`config.mk`:
```
export PLATFORM = sky130hd
export DESIGN_NAME = adder_arbiter_2ch
export DESIGN_NICKNAME = d
export VERILOG_FILES = /design/src/rtl/adder_arbiter_2ch_pkg.sv /design/src/rtl/adder_16bit_reg.sv /design/src/rtl/adder_arbiter_2ch.sv
export SDC_FILE = /design/constraint.sdc
export NUM_CORES = 1
export LEC_CHECK = 0
export ABC_CLOCK_PERIOD_IN_PS = 2470
export BUFFER_PORTS_ARGS = -buffer_cell sky130_fd_sc_hd__buf_4
export CORE_UTILIZATION = 47
export DETAILED_ROUTE_END_ITERATION = 8
export PLACE_DENSITY = 0.89
export SLEW_MARGIN = 10
export SYNTH_ARGS = -nofsm -noshare
export SYNTH_HDL_FRONTEND = slang
export SYNTH_HIERARCHICAL = 1
export SYNTH_SLANG_ARGS = --single-unit
```
`constraint.sdc`:
```
create_clock -name clk -period 2.47 [get_ports clk]
set_clock_uncertainty 0.15 [all_clocks]
set_input_delay 0.494 -clock clk [delete_from_list [all_inputs] [get_ports clk]]
set_output_delay 0.494 -clock clk [all_outputs]
set_load 0.05 [all_outputs]
```
`src/rtl/adder_arbiter_2ch_pkg.sv`:
```
// Shared constants for the two-channel arbitrated adder.
package adder_arbiter_2ch_pkg;

  // Default operand width; results carry one extra bit
  localparam int unsigned WIDTH_DEF = 16;

  // Channel identifiers, also used as the result tag
  typedef enum logic {
    CH0 = 1'b0,
    CH1 = 1'b1
  } ch_id_t;

  // Reset value of the round-robin pointer: pointing at CH1 lets CH0 win the first tie
  localparam ch_id_t LAST_ID_RST = CH1;

endpackage

```
`src/rtl/adder_16bit_reg.sv`:
```
// Registered adder: captures a+b+c_in into a WIDTH+1 bit sum when enabled.
module adder_16bit_reg
  import adder_arbiter_2ch_pkg::*;
#(
  parameter int unsigned WIDTH = WIDTH_DEF
) (
  input  logic             clk,
  input  logic             reset,
  input  logic             en,
  input  logic [WIDTH-1:0] a,
  input  logic [WIDTH-1:0] b,
  input  logic             c_in,
  output logic [WIDTH:0]   sum
);

  logic [WIDTH:0] sum_next;

  // Full-width add so the carry lands in the MSB
  always_comb begin
    sum_next = {1'b0, a} + {1'b0, b} + {{WIDTH{1'b0}}, c_in};
  end

  // Result register; holds while not enabled
  always_ff @(posedge clk) begin
    if (reset) begin
      sum <= '0;
    end else if (en) begin
      sum <= sum_next;
    end
  end

endmodule

```
`src/rtl/adder_arbiter_2ch.sv`:
```
// Two-channel round-robin arbiter feeding a two-stage add pipeline
// (operand stage, then registered result stage with valid/ready).
module adder_arbiter_2ch
  import adder_arbiter_2ch_pkg::*;
#(
  parameter int unsigned WIDTH = WIDTH_DEF
) (
  input  logic             clk,
  input  logic             reset,
  input  logic             req0,
  input  logic             req1,
  input  logic [WIDTH-1:0] a0,
  input  logic [WIDTH-1:0] b0,
  input  logic [WIDTH-1:0] a1,
  input  logic [WIDTH-1:0] b1,
  output logic             grant0,
  output logic             grant1,
  output logic             res_valid,
  output logic             res_id,
  output logic [WIDTH:0]   res_sum,
  input  logic             res_ready
);

  logic             op_valid;
  ch_id_t           op_id;
  logic [WIDTH-1:0] op_a;
  logic [WIDTH-1:0] op_b;
  ch_id_t           last_id;

  logic   out_free;
  logic   op_adv;
  logic   in_free;
  logic   xfer;
  ch_id_t xfer_id;

  // Stall chain and round-robin grant; no grant while reset is asserted
  always_comb begin
    out_free = !res_valid || res_ready;
    op_adv   = op_valid && out_free;
    in_free  = !op_valid || op_adv;
    grant0   = 1'b0;
    grant1   = 1'b0;
    if (!reset && in_free) begin
      if (req0 && req1) begin
        grant0 = (last_id == CH1);
        grant1 = (last_id == CH0);
      end else begin
        grant0 = req0;
        grant1 = req1;
      end
    end
    xfer    = grant0 || grant1;
    xfer_id = grant1 ? CH1 : CH0;
  end

  // Operand stage and round-robin pointer
  always_ff @(posedge clk) begin
    if (reset) begin
      op_valid <= 1'b0;
      op_id    <= CH0;
      op_a     <= '0;
      op_b     <= '0;
      last_id  <= LAST_ID_RST;
    end else if (xfer) begin
      op_valid <= 1'b1;
      op_id    <= xfer_id;
      op_a     <= grant1 ? a1 : a0;
      op_b     <= grant1 ? b1 : b0;
      last_id  <= xfer_id;
    end else if (op_adv) begin
      op_valid <= 1'b0;
    end
  end

  // Result valid/tag; the sum itself is registered inside the adder
  always_ff @(posedge clk) begin
    if (reset) begin
      res_valid <= 1'b0;
      res_id    <= 1'b0;
    end else if (op_adv) begin
      res_valid <= 1'b1;
      res_id    <= op_id;
    end else if (res_ready) begin
      res_valid <= 1'b0;
    end
  end

  adder_16bit_reg #(
    .WIDTH (WIDTH)
  ) u_add (
    .clk   (clk),
    .reset (reset),
    .en    (op_adv),
    .a     (op_a),
    .b     (op_b),
    .c_in  (1'b0),
    .sum   (res_sum)
  );

endmodule

```
# ---- Word-level counts from Yosys, hierarchy flattened
# Cells that the tools add are included.
dict set report word_totals {
  n_memories 0
  elab_cells 32
  register_bits 54
  mem_bits_rw 0
  latchBits 0
  rom_bits 0
}
dict set report op_classes {
  add_sub_neg 1
  magnitude_cmp 0
  n_reduce_logical 11
  n_mux 11
  eq_ne 0
  shift 0
  n_mul 0
  n_div 0
  bitwise_logic 1
}
# operator n
set ops {}
lappend ops {{$mux 16} 2}
lappend ops {{$add 16x16->17} 1}
lappend ops {{$mux 1} 9}
lappend ops {{$reduce_bool 2->1} 2}
lappend ops {{$logic_and 1x1->1} 3}
lappend ops {{$logic_not 1->1} 3}
lappend ops {{$logic_or 1x1->1} 3}
lappend ops {{$not 1->1} 1}

# ---- Logic depth before layout (Yosys ltp)
dict set report logic_depth {
  ltp_word 8
  mapped_depth 8
}

# ---- By module
# The synthesis kept the hierarchy.
# mod seq_area_each_um2 instances cells_per_inst area_each_um2
set modules_own_cells {}
lappend modules_own_cells {adder_arbiter_2ch 740.7 1 178 1629.1}
lappend modules_own_cells {adder_16bit_reg 340.3 1 169 1436.4}

# ---- Worst setup path after synthesis
# Ideal clock, no wire load.
dict set report synth_path {
  path_type {in2out}
  from {in req1}
  to {out grant0}
  path_stages 4
  slack_ns -0.560
  required_time_ns 1.826
  t_arrival_ns 2.386
  path_cell_list {nor2b_1 buf_2 clkbuf_1 nor4_1}
}
dict set report synth_via {
  elab_chain_cells 3
}
# element line_no
set synth_lines {}
lappend synth_lines {{start: declaration} adder_arbiter_2ch.sv:11} ;# input logic req1,
lappend synth_lines {{$logic_and 1x1->1} adder_arbiter_2ch.sv:44} ;# if (req0 && req1) begin
lappend synth_lines {{$mux 1} adder_arbiter_2ch.sv:44}
lappend synth_lines {{$mux 1} adder_arbiter_2ch.sv:43} ;# if (!reset && in_free) begin
lappend synth_lines {{end: declaration} adder_arbiter_2ch.sv:16} ;# output logic grant0,
# No other way between the ends.

# ---- Final worst setup path
dict set report layout_path {
  from {reg op_b[0]}
  to {reg u_add.sum[14]}
}
dict set report layout_via {
  elab_chain_cells 1
}
# element line_no
set layout_lines {}
lappend layout_lines {{start: declaration} adder_arbiter_2ch.sv:27} ;# logic [WIDTH-1:0] op_b;
lappend layout_lines {{start signal: assignment} adder_arbiter_2ch.sv:68} ;# op_b <= grant1 ? b1 : b0;
lappend layout_lines {{$add 16x16->17} adder_16bit_reg.sv:20} ;# sum_next = {1'b0, a} + {1'b0, b} + {{WIDTH{1'b0}}, c_in};
lappend layout_lines {{end signal: assignment} adder_16bit_reg.sv:28} ;# sum <= sum_next;
lappend layout_lines {{end: declaration} adder_16bit_reg.sv:13} ;# output logic [WIDTH:0] sum
# No other way between the ends.
# A chain may end at the register's enable or synchronous reset.

==> qor.csv <==
stage;metric;value;unit
global_route;pin count of the biggest net entering global routing;33;
critical_path;crit path capture type;flip-flop;
clock_network;TritonCTS clock tree;done;
finish;Final Core Density;61.87;%
run;maxcap violations;0;
logic_synthesis;Post-Syn Area per Cell;8.834;µm²
critical_path;cells along the critical path;fa_2 -> fa_2 -> a21oi_2 -> o22ai_2 -> o211ai_1 -> o221ai_1 -> xnor2_1 -> o21ai_1;
clock_network;clock latency reported for the late side of the worst-skew pair;320;ps
global_route;antenna violations before repair;0;
timing;final count of hold timing violations;0;
place;placer's final routability congestion estimate;0.9227;
floorplanning;CORE AREA;6314;µm²
route;number of vias per cell;6.065;
logic_synthesis;Post-synth EDFFs;0;
power;power density cells;645.0;nW/µm²
logic_synthesis;count of warnings emitted by yosys;6;
clock_network;clock slew at reported path FFs;100;ps
route;DRC violations left;0;
critical_path;arrival time reported for the critical path endpoint;2440;ps
place;count of port buffers added during placement;89;
global_route;aggregate global routing overflow;0;
critical_path;maximum single-stage delay on the critical path;380;ps
logic_synthesis;number of nets in the synthesized netlist;433;
floorplanning;Chip Height;82.76;µm
clock_network;TritonCTS sink count;54;
route;DRC violation total after the first TritonRoute iteration;260;
global_route;wire length of the first global-routing pass;12680;µm
place;total instance count after detailed placement;495;
route;Vias;3063;
logic_synthesis;combinational family with the most area after synthesis;compound AO/OA/AOI/OAI gates;
clock_network;Clock Tree Root;clkbuf_8;
clock_network;TritonCTS buffer count;5;
route;first drt pass iteration count;5;
timing;Final Critical Period;2380;ps
route;post-route ant nets;0;
global_route;overall routing resource usage;24.25;%
worst_hold_path;path category of the worst min-delay check;flip-flop to flip-flop;
logic_synthesis;area share of fa/ha/maj cells after synthesis;7.429;%
timing;final clock period utilization by the worst path;96.37;%
logic_synthesis;cell area after synthesis;3065;µm²
critical_path;Top delay family on crit path;compound AO/OA/AOI/OAI gates;
logic_synthesis;share of synthesized registers carrying an async set or reset;0;%
logic_synthesis;Distinct cells, synth;60;
finish;count of nets after finishing;513;
critical_path;total buffers and inverters traversed by the critical path;0;
logic_synthesis;post-synthesis compound-gate area fraction;28.82;%
clock_network;# hold bufs at CTS;0;
logic_synthesis;register area share after synthesis;35.27;%
critical_path;cell type of the slowest stage on the worst timing path;fa_2;
timing;number of setup violations in the final report;0;
logic_synthesis;simple-gate share of the synthesized area;18.04;%
clock_network;level count of the clock H-tree;2;
critical_path;type of the worst setup path;flip-flop to flip-flop;
floorplanning;die area;6849;µm²
run_status;status;complete, no violations;
logic_synthesis;portion of netlist area occupied by mux cells;2.286;%
floorplanning;starting utilization of the core area;48.55;%
timing;setup TNS;0;ps
logic_synthesis;most frequently used flop master after synthesis;dfxtp_1;
finish;Final Non-Filler Cells;505;
power;static leakage;1.693;nW
power;Peak VDD IR;335.7;µV
floorplanning;I/O pin total;90;
critical_path;Most common cell on crit path;fa_2;
finish;fraction of final layout cells sized beyond drive strength 1;31.07;%
place;total placed instance area;3784;µm²
timing;Pins Over Slew Limit;0;
floorplanning;# rows;29;
finish;post-layout instance area;3906;µm²
critical_path;Crit path required time;2530;ps
global_route;vias in the first global route;2747;
timing;max frequency;420.1;MHz
logic_synthesis;FF+latch count, synth;54;
critical_path;largest fanout of any net on the critical path;3;
route;final routed wire length divided by cell count;15.68;µm
timing;setup repair after global routing missed its margin;no;
finish;area growth from synthesis to layout;27.43;%
logic_synthesis;cells after synthesis;347;
critical_path;Worst setup SP type;flip-flop;
finish;number of inserted diodes;0;
floorplanning;width of the chip;82.76;µm
logic_synthesis;post-synthesis share of cell area spent on xor and xnor gates;2.571;%
clock_network;maximum count of clock buffers along a single path;2;
place;post-DP HPWL;5885;µm
route;post-detailed-routing wire length;7917;µm
-- kinds of logic after synthesis --
family          Yosys count
simple gates            114
compound gates          111
flops                    54
buf+inv                  34
fa+ha+maj                17
xor+xnor                  9
mux                       7
other cells               1
-- final timing paths --
path / start / endpoint / slack, ps / cells past startpoint
worst max-delay path: op_b[0]$_SDFFE_PP0P_ / u_add/sum[14]$_SDFFE_PP0P_ / 90 / 8
worst min-delay path: u_add/sum[15]$_SDFFE_PP0P_ / u_add/sum[15]$_SDFFE_PP0P_ / 310 / 2
worst max register to register: op_b[0]$_SDFFE_PP0P_ / u_add/sum[14]$_SDFFE_PP0P_ / 90 / 8
worst min register to register: u_add/sum[15]$_SDFFE_PP0P_ / u_add/sum[15]$_SDFFE_PP0P_ / 310 / 2
-- stage by stage --
stage / worst slack [ps] / power (mW) / hold WS [ps]
after CTS: 35.42 / 2.507 / 307.7
after global routing: 1.308 / 2.654 / 314.8
after detailed placement: -33.08 / 1.995 / 295.3
final: 89.56 / 2.520 / 307.9
after global placement: 6.947 / 1.968 / 292.2
after floorplan: 12.56 / 1.719 / 291.2
-- state kept, by name, summed over array words and instances (netlist names) --
signal,flops
op_id,1
res_id,1
res_valid,1
u_add/sum,17
op_a,16
op_valid,1
last_id,1
op_b,16
-- power by group --
part	switching [mW]	internal (mW)
Sequential	0.0689	0.980
Combinational	0.553	0.401
Clock	0.312	0.205
Total	0.934	1.59
-- layout by cell type, fill, tap and decap left out, types with 3 or more instances in the layout --
| cell | count |
|---|---|
| mux2i_1 | 7 |
| dfxtp_1 | 52 |
| a21oi_1 | 10 |
| ha_1 | 15 |
| nor2b_1 | 5 |
| nand2b_1 | 5 |
| o21ai_0 | 5 |
| a22oi_1 | 31 |
| inv_1 | 5 |
| nand3_1 | 11 |
| buf_4 | 102 |
| nor2_1 | 19 |
| xnor2_1 | 7 |
| nand2_1 | 49 |
| nor3_1 | 4 |
| o21ai_1 | 3 |
| nand3b_1 | 3 |
| clkbuf_8 | 5 |
| o32ai_1 | 32 |
-- metal layers --
layer,GRT usage [%],vias up,part of all wire (%)
li1,-,1463,-
met1,32.39,1429,43
met2,38.28,153,48
met3,4.835,18,7.3
met4,9.310,0,2.0
met5,0,-,0
-- worst register-to-register path, stage by stage, from the launching register on --
cell      delay (ps)
dfxtp_2          340
fa_2             370
fa_2             380
a21oi_2          170
o22ai_2          110
o211ai_1         320
o221ai_1         180
xnor2_1          180
o21ai_1           70
-- synthesized netlist by cell type (7+ instances only) --
cell type	n	share of area, %
o32ai_1	32	9.1
nor2_1	20	2.4
nand2_1	49	6.0
mux2i_1	7	2.3
clkbuf_1	19	2.3
dfxtp_1	54	35
ha_1	15	6.1
xnor2_1	7	2.0
a22oi_1	31	7.6
a21oi_1	11	1.8
nand3_1	11	1.8
-- what timing repair did --
action,4_1_cts,5_1_grt
pin swaps,1,6
endpoints found under the setup margin,1,2
buffers inserted,1,1
hold endpoints to repair,0,0
cloned,0,0
gates resized for setup,1,5
-- layout make-up --
cell class | instances | area, µm²
tap | 77 | 96.34
timing repair buffer | 102 | 765.7
sequential | 54 | 1084
inverter | 5 | 18.77
fill | 521 | 2407
clock buffer | 5 | 68.82
clock inverter | 3 | 25.02
multi-input combinational | 259 | 1848
(Power assumes the default switching activity.)
